**config.mk**
```make
export PLATFORM = sky130hd
export DESIGN_NAME = mem_arbiter
export DESIGN_NICKNAME = d
export VERILOG_FILES = /design/src/rtl/sys_defs.sv /design/src/rtl/mem_tag_table.sv /design/src/rtl/mem_arbiter.sv
export SDC_FILE = /design/constraint.sdc
export NUM_CORES = 1
export LEC_CHECK = 0
export ABC_AREA = 1
export CAP_MARGIN = 25
export CORE_AREA = 2 2 176 178
export DETAILED_ROUTE_END_ITERATION = 10
export DIE_AREA = 0 0 178 180
export HOLD_SLACK_MARGIN = 0.12
export PLACE_DENSITY_LB_ADDON = 0.3
export SLEW_MARGIN = 20
export SYNTH_ARGS = -nofsm -noshare
export SYNTH_HDL_FRONTEND = slang
export SYNTH_SLANG_ARGS = --single-unit
```
**constraint.sdc**
```tcl
create_clock -name clock -period 2.3 [get_ports clock]
set_input_delay 0.345 -clock clock [delete_from_list [all_inputs] [get_ports clock]]
set_output_delay 0.345 -clock clock [all_outputs]
set_load 0.005 [all_outputs]
```
**src/rtl/sys_defs.sv**
```systemverilog
// Shared bus definitions for the processor/memory interface.
// Command encodings, widths and arbiter defaults.
package sys_defs;

    localparam int XLEN             = 32;
    localparam int TAG_W            = 4;
    localparam int STARVE_LIMIT_DEF = 4;

    typedef enum logic [1:0] {
        BUS_NONE  = 2'h0,
        BUS_LOAD  = 2'h1,
        BUS_STORE = 2'h2
    } bus_command_t;

endpackage

```
**src/rtl/mem_tag_table.sv**
```systemverilog
// Owner table for outstanding memory tags 1..15.
// Clear is applied before allocate so a tag can be reused in one cycle.
module mem_tag_table
    import sys_defs::*;
(
    input  logic             clock,
    input  logic             reset,
    input  logic             alloc_en,
    input  logic [TAG_W-1:0] alloc_tag,
    input  logic             alloc_owner_d,
    input  logic             clear_en,
    input  logic [TAG_W-1:0] clear_tag,
    input  logic [TAG_W-1:0] lookup_tag,
    output logic             lookup_valid,
    output logic             lookup_owner_d
);

    logic [15:1] valid;
    logic [15:1] owner_d;

    always_ff @(posedge clock) begin
        if (reset) begin
            valid   <= '0;
            owner_d <= '0;
        end else begin
            if (clear_en && clear_tag != '0) begin
                valid[clear_tag] <= 1'b0;
            end
            if (alloc_en && alloc_tag != '0) begin
                valid[alloc_tag]   <= 1'b1;
                owner_d[alloc_tag] <= alloc_owner_d;
            end
        end
    end

    always_comb begin
        lookup_valid   = 1'b0;
        lookup_owner_d = 1'b0;
        if (lookup_tag != '0) begin
            lookup_valid   = valid[lookup_tag];
            lookup_owner_d = owner_d[lookup_tag];
        end
    end

endmodule

```
**src/rtl/mem_arbiter.sv**
```systemverilog
// Shares the memory bus between dcache and icache, with starvation
// protection for the icache and per-tag routing of returning data.
module mem_arbiter
    import sys_defs::*;
#(
    parameter int STARVE_LIMIT = STARVE_LIMIT_DEF
) (
    input  logic             clock,
    input  logic             reset,
    input  bus_command_t     dcache2mem_command,
    input  logic [XLEN-1:0]  dcache2mem_addr,
    input  logic [63:0]      dcache2mem_data,
    input  bus_command_t     icache2mem_command,
    input  logic [XLEN-1:0]  icache2mem_addr,
    input  logic [TAG_W-1:0] mem2proc_response,
    input  logic [63:0]      mem2proc_data,
    input  logic [TAG_W-1:0] mem2proc_tag,
    output bus_command_t     proc2mem_command,
    output logic [XLEN-1:0]  proc2mem_addr,
    output logic [63:0]      proc2mem_data,
    output logic             d_request,
    output logic [TAG_W-1:0] mem2dcache_response,
    output logic [TAG_W-1:0] mem2icache_response,
    output logic [TAG_W-1:0] mem2dcache_tag,
    output logic [TAG_W-1:0] mem2icache_tag,
    output logic [63:0]      mem2dcache_data,
    output logic [63:0]      mem2icache_data,
    output logic             tag_error
);

    localparam int CNT_W = $clog2(STARVE_LIMIT + 1);

    logic [CNT_W-1:0] starve_cnt;
    logic             d_active;
    logic             i_active;
    logic             override;
    logic             d_grant;
    logic             i_grant;
    logic             alloc_en;
    logic             ret_hit;
    logic             lookup_valid;
    logic             lookup_owner_d;

    assign d_active = dcache2mem_command != BUS_NONE;
    assign i_active = icache2mem_command != BUS_NONE;
    assign override = starve_cnt == CNT_W'(STARVE_LIMIT);

    // Reset forces both grants low so the bus stays quiet.
    assign d_grant = !reset && d_active && !override;
    assign i_grant = !reset && !d_grant && i_active;

    assign d_request = d_grant;

    always_comb begin
        proc2mem_command = BUS_NONE;
        proc2mem_addr    = '0;
        proc2mem_data    = '0;
        if (d_grant) begin
            proc2mem_command = dcache2mem_command;
            proc2mem_addr    = dcache2mem_addr;
            proc2mem_data    = dcache2mem_data;
        end else if (i_grant) begin
            proc2mem_command = icache2mem_command;
            proc2mem_addr    = icache2mem_addr;
        end
    end

    assign mem2dcache_response = d_grant ? mem2proc_response : '0;
    assign mem2icache_response = i_grant ? mem2proc_response : '0;

    assign mem2dcache_data = mem2proc_data;
    assign mem2icache_data = mem2proc_data;

    always_ff @(posedge clock) begin
        if (reset) begin
            starve_cnt <= '0;
        end else if (i_grant || !i_active) begin
            starve_cnt <= '0;
        end else if (d_grant) begin
            starve_cnt <= starve_cnt + 1'b1;
        end
    end

    // Only accepted loads produce a return; stores are fire-and-forget.
    assign alloc_en = (proc2mem_command == BUS_LOAD)
                   && (mem2proc_response != '0);

    assign ret_hit = !reset && mem2proc_tag != '0 && lookup_valid;

    assign mem2dcache_tag = (ret_hit && lookup_owner_d)  ? mem2proc_tag : '0;
    assign mem2icache_tag = (ret_hit && !lookup_owner_d) ? mem2proc_tag : '0;

    assign tag_error = !reset && mem2proc_tag != '0 && !lookup_valid;

    mem_tag_table u_tag_table (
        .clock          (clock),
        .reset          (reset),
        .alloc_en       (alloc_en),
        .alloc_tag      (mem2proc_response),
        .alloc_owner_d  (d_grant),
        .clear_en       (ret_hit),
        .clear_tag      (mem2proc_tag),
        .lookup_tag     (mem2proc_tag),
        .lookup_valid   (lookup_valid),
        .lookup_owner_d (lookup_owner_d)
    );

endmodule

```
### Yosys cells after proc, flatten, opt, wreduce, memory -nomap -nowiden

Cells that the tools add are included.

* flip-flop bits (word level): 33
* latch bits: 0
* bits in writable memories: 0
* ROM bits: 0
* input bits: 206
* output and inout bits: 244
* memories: 0

* $add $sub $neg: 1
* multiply operators: 0
* div/mod/pow operators: 0
* magnitude comparators: 4
* equality and inequality tests: 2
* shift operators: 0
* mux-type cells: 23
* bitwise logic cells: 3
* reductions and logical operators: 26

Operator list (number)
* $mux W32: 2
* $mux W64: 1
* $mux W15: 3
* $mux W4: 4
* $and A15 B15 Y15: 1
* $bwmux W15: 1
* $not A15 Y15: 1
* $or A15 B15 Y15: 1
* $logic_and A1 B1 Y1: 14
* $lt A4 B5 Y1 const B: 2
* $bmux W1 S4: 2
* $demux W1 S4: 2
* $ge A4 B1 Y1 const B: 2
* $reduce_bool A4 Y1: 2
* $logic_not A1 Y1: 6
* $mux W1: 6
* $mux W2: 2
* $reduce_bool A2 Y1: 2
* $add A3 B1 Y3 const B: 1
* $eq A3 B3 Y1 const B: 1
* $eq A2 B1 Y1 const B: 1
* $reduce_or A2 Y1: 1
* $logic_or A1 B1 Y1: 1

### Longest topological paths before layout

* depth in word-level cells: 12
* mapped depth: 14
* gate-level depth less buffers: 12

### Hierarchy

Synthesis repeated with hierarchy kept, for this count alone.

* cells, all modules: 690
* area, all modules: 3945.0 sq um

By module, submodules not included
* mem_arbiter: times used 1, cells each 438, area an instance 2353.5 sq um, seq. area each 60.1 sq um
* mem_tag_table: times used 1, cells each 252, area an instance 1591.5 sq um, seq. area each 600.6 sq um

### Least setup slack after synthesis

OpenSTA, ideal clock, no wires.

* path type: input to output
* from: input port mem2proc_tag[0]
* to: output port mem2icache_tag[0]
* arrival: 1458 ps
* path slack: 497 ps
* cell stages on the path: 10
* path buffers: 1
* cell sequence: buf_4 > nor2_1 > nand2_1 > nand2_1 > nor2_1 > nor2_1 > nor2_1 > a21oi_1 > nand3_1 > nor2_1

* cells in the longest elaborated chain, start to end: 6
* elaborated cells on any way between the ends: 12

RTL lines
* start, declared: line mem_arbiter.sv:17 `input logic [TAG_W-1:0] mem2proc_tag,`
* $bmux W1 S4, on equally long branches: line mem_tag_table.sv:40, mem_tag_table.sv:41
* $mux W1, on equally long branches: line mem_tag_table.sv:40, mem_tag_table.sv:41
* $mux W1: line mem_tag_table.sv:39 `if (lookup_tag != '0) begin`
* $logic_and A1 B1 Y1 / $logic_not A1 Y1 (equally long branches): line mem_arbiter.sv:88, mem_arbiter.sv:91
* $logic_and A1 B1 Y1: line mem_arbiter.sv:91 `assign mem2icache_tag = (ret_hit && !lookup_owner_d) ? mem2proc_tag : '0;`
* $mux W4 (*): line mem_arbiter.sv:91
* end, declared: line mem_arbiter.sv:25 `output logic [TAG_W-1:0] mem2icache_tag,`

Every way passes the cells marked *; elsewhere a longest branch is shown, timed or not. The select of a mux whose other input is x is not followed.

### Final worst setup path

* from: register starve_cnt[0]
* to: output port proc2mem_addr[20]

* cells in the longest elaborated chain, start to end: 8

RTL lines
* start, declared: line mem_arbiter.sv:33 `logic [CNT_W-1:0] starve_cnt;`
* start signal, assigned: line mem_arbiter.sv:80 `starve_cnt <= starve_cnt + 1'b1;`
* $eq A3 B3 Y1 (*): line mem_arbiter.sv:46 `assign override = starve_cnt == CNT_W'(STARVE_LIMIT);`
* $logic_not A1 Y1 (*): line mem_arbiter.sv:49 `assign d_grant = !reset && d_active && !override;`
* $logic_and A1 B1 Y1 (*): line mem_arbiter.sv:49
* $logic_not A1 Y1: line mem_arbiter.sv:50 `assign i_grant = !reset && !d_grant && i_active;`
* $logic_and A1 B1 Y1 (2 in series): line mem_arbiter.sv:50
* $mux W32: line mem_arbiter.sv:62 `end else if (i_grant) begin`
* $mux W32 (*): line mem_arbiter.sv:58 `if (d_grant) begin`
* end, declared: line mem_arbiter.sv:19 `output logic [XLEN-1:0] proc2mem_addr,`

Every way passes the cells marked *; elsewhere a longest branch is shown, timed or not.

==> impl_metrics.env <==
export IMPL_violations="setup timing"
export IMPL_yosys_cell_types_count=24
export IMPL_p_clk_frac=0.364
export IMPL_fin_hold_ws_ps=463
export IMPL_ios=450
export IMPL_cp_required_ps=1960
export IMPL_htreeDepth=2
export IMPL_antenna_cells=0
export IMPL_grt_pass1_vias=4404
export IMPL_max_freq_mhz=409
export IMPL_core_um2=30200
export IMPL_viasPerCell=3.61
export IMPL_grt_start_max_net_pins=34
export IMPL_p_per_area_nw_per_um2=360
export IMPL_min_period_ps=2450
export IMPL_crit_type="reg -> out"
export IMPL_drc=0
export IMPL_clkTransAtPathRegs_ps=50
export IMPL_p_comb_frac=0.391
export IMPL_finalCritPeriodShare=1.06
export IMPL_grtUsageTotal=0.104
export IMPL_setup_ws_ps=-146
export IMPL_synth_area_top_cells="buf_4 (26%), dfxtp_1 (17%), nor2_1 (14%)"
export IMPL_wire_per_inst_um=14.5
export IMPL_cts_buffer_depth=2
export IMPL_finClkSkew_ps=3.68
export IMPL_dp_slack_ps=-552
export IMPL_routed_via_count=4389
export IMPL_synth_top_family_by_area="buffers and inverters"
export IMPL_grt_antenna_before_repair=1
export IMPL_root_buffer="clkbuf_16"
export IMPL_dp_hpwl_um=14300
export IMPL_switching_share=0.273
export IMPL_synth_mux_area_fraction=0
export IMPL_status="complete, but fails checks"
export IMPL_maxSlewHeadroom=0.811
export IMPL_synth_seq_cells=33
export IMPL_cp_arrival_ps=2100
export IMPL_synth_xor_xnor_area_share=0.00225
export IMPL_insertion_delay_ps=280
export IMPL_dr_first_iter_drc_count=256
export IMPL_p_switching_mw=0.656
export IMPL_synth_simple_area_share=0.300
export IMPL_crit_start="starve_cnt[0]$_SDFFE_PP0P_"
export IMPL_drive_gt1_frac=0.189
export IMPL_die_h_um=180
export IMPL_syn_inst=644
export IMPL_endpoint="proc2mem_addr[20]"
export IMPL_cts_tree="done"
export IMPL_rrSetupSlack_ps=240
export IMPL_yosys_area_top_type_share=0.257
export IMPL_overflow=0
export IMPL_final_common_cell="clkdlybuf4s50_1"
export IMPL_hold_buffers=0
export IMPL_rr_worst_depth=14
export IMPL_syn_area_per_cell_um2=6.03
export IMPL_io_buffers=257
export IMPL_die_w_um=178
export IMPL_area_growth_pct=71.7
export IMPL_vdd_drop_max_mv=0.233
export IMPL_setup_viol=20
export IMPL_syn_cell_area_um2=3880
export IMPL_ant_nets=0
export IMPL_hold_class="reg -> reg"
export IMPL_cap_viol_max_count=0
export IMPL_num_rows=64
export IMPL_ys_warn_count=0
export IMPL_final_hold_violation_count=0
export IMPL_numClockSinks=33
export IMPL_grt_pass1_wl_um=25900
export IMPL_synth_nets=852
export IMPL_rsz0062_at_grt="true"
export IMPL_maxSlewViolCount=0
export IMPL_ys_seq_area_frac=0.170
export IMPL_cp_end_kind="output port"
export IMPL_worstReg2RegEnd="u_tag_table.valid[5]$_SDFF_PP0_"
export IMPL_p_int_mw=1.74
export IMPL_yosys_area_share_adder=0.00644
export IMPL_r2r_start="starve_cnt[0]$_SDFFE_PP0P_"
export IMPL_cts_inserted_buffers=5
export IMPL_start_kind="flip-flop"
export IMPL_detailedRoute_firstPassIterationCount=6
export IMPL_worst_slew_pin_slew_ps=282
export IMPL_die_area_um2=32000
export IMPL_final_cell_mix="clkdlybuf4s50_1 (153), nor2_1 (125), nand2_1 (97)"
export IMPL_routed_wl_um=17600
export IMPL_initial_core_util=0.129
export IMPL_fin_nets=1027
export IMPL_p_leak_nw=3.38
export IMPL_fillers=3379
export IMPL_gp_congestion=0.808
export IMPL_min_delay_path_depth=2
export IMPL_synth_compound_area_share=0.148
export IMPL_yosys_area_top_type="buf_4"
export IMPL_share_seq_of_total_power=0.245
export IMPL_min_from="u_tag_table.valid[3]$_SDFF_PP0_"
export IMPL_crit_fanout=9
==> layer usage <==
metal	vias to the layer above	global-route usage	share of wire
li1	2225	-	-
met1	1915	0.132	0.43
met2	215	0.167	0.46
met3	34	0.0372	0.095
met4	0	0.0279	0.017
met5	-	0	0
==> worst max-delay path, stage by stage, from the launching register on <==
cell,delay [ps]
dfxtp_2,320
inv_1,40
ha_1,180
nand2_1,80
nand2_2,100
nor2_8,170
buf_6,170
buf_12,120
a32o_1,120
clkdlybuf4s50_1,530
==> synth_stat cells <==
| library cell | count |
|---|---|
| a21boi_4 | 1 |
| a21oi_1 | 34 |
| a22oi_1 | 5 |
| a32o_1 | 32 |
| buf_1 | 7 |
| buf_2 | 4 |
| buf_4 | 133 |
| buf_6 | 1 |
| clkbuf_1 | 13 |
| dfxtp_1 | 33 |
| ha_1 | 2 |
| inv_1 | 89 |
| inv_2 | 2 |
| inv_4 | 1 |
| nand2_1 | 99 |
| nand2_2 | 4 |
| nand3_1 | 37 |
| nor2_1 | 140 |
| nor2_4 | 1 |
| nor2_8 | 2 |
| o211ai_4 | 1 |
| o21ai_0 | 1 |
| or2_2 | 1 |
| xnor2_1 | 1 |
==> power by group through the flow <==
stage	sequential, mW	combinational (mW)	clock, mW
3_3_place_gp	0.600	0.955	0
2_1_floorplan	0.597	0.478	0
5_1_grt	0.589	1.02	0.915
4_1_cts	0.588	0.948	0.889
3_5_place_dp	0.600	0.949	0
6_report	0.588	0.940	0.873
==> registers in the layout, indices dropped and copies added (netlist names) <==
| signal | flops |
|---|---|
| u_tag_table.owner_d | 15 |
| starve_cnt | 3 |
| u_tag_table.valid | 15 |
==> kinds of logic after synthesis <==
logic type	after synthesis
simple gates	284
flops	33
compound gates	74
buf+inv	250
xor+xnor	1
fa+ha+maj	2
==> stage by stage <==
| step | power, mW | TNS, ps | std cells | util | instance area [um2] |
|---|---|---|---|---|---|
| floorplan | 1.08 | 0 | 644 | - | 3880 |
| global placement | 1.55 | -28830 | 1190 | 0.209 | 6320 |
| finish | 2.40 | -1550 | 1216 | 0.221 | 6670 |
| detailed placement | 1.55 | -30610 | 1190 | 0.209 | 6320 |
| global route | 2.52 | -3930 | 1216 | 0.221 | 6670 |
| CTS | 2.42 | -4080 | 1210 | 0.220 | 6640 |
==> final cells by class <==
cell class	count	area, um2	share of cell area
Clock buffer	5	125	0.0188
Clock inverter	3	65.1	0.00975
Inverter	92	355	0.0533
Multi-Input combinational cell	361	1850	0.277
Sequential cell	33	663	0.0994
Tap cell	396	495	0.0743
Timing Repair Buffer	326	3120	0.467
==> worst min path at each step <==
stage	slack, ps	endpoint
3_3_place_gp	460	u_tag_table.valid[5]$_SDFF_PP0_
2_1_floorplan	420	starve_cnt[0]$_SDFFE_PP0P_
3_5_place_dp	460	u_tag_table.valid[3]$_SDFF_PP0_
4_1_cts	470	u_tag_table.valid[3]$_SDFF_PP0_
5_1_grt	490	u_tag_table.valid[10]$_SDFF_PP0_
6_report	460	u_tag_table.valid[3]$_SDFF_PP0_
==> repair_timing <==
action	in CTS	in global routing
pin swaps	8	6
gates cloned	2	2
buffers inserted	10	4
gates resized for setup	134	100
endpoints found under the setup margin	115	75
Power figures use the tool's default switching activity.
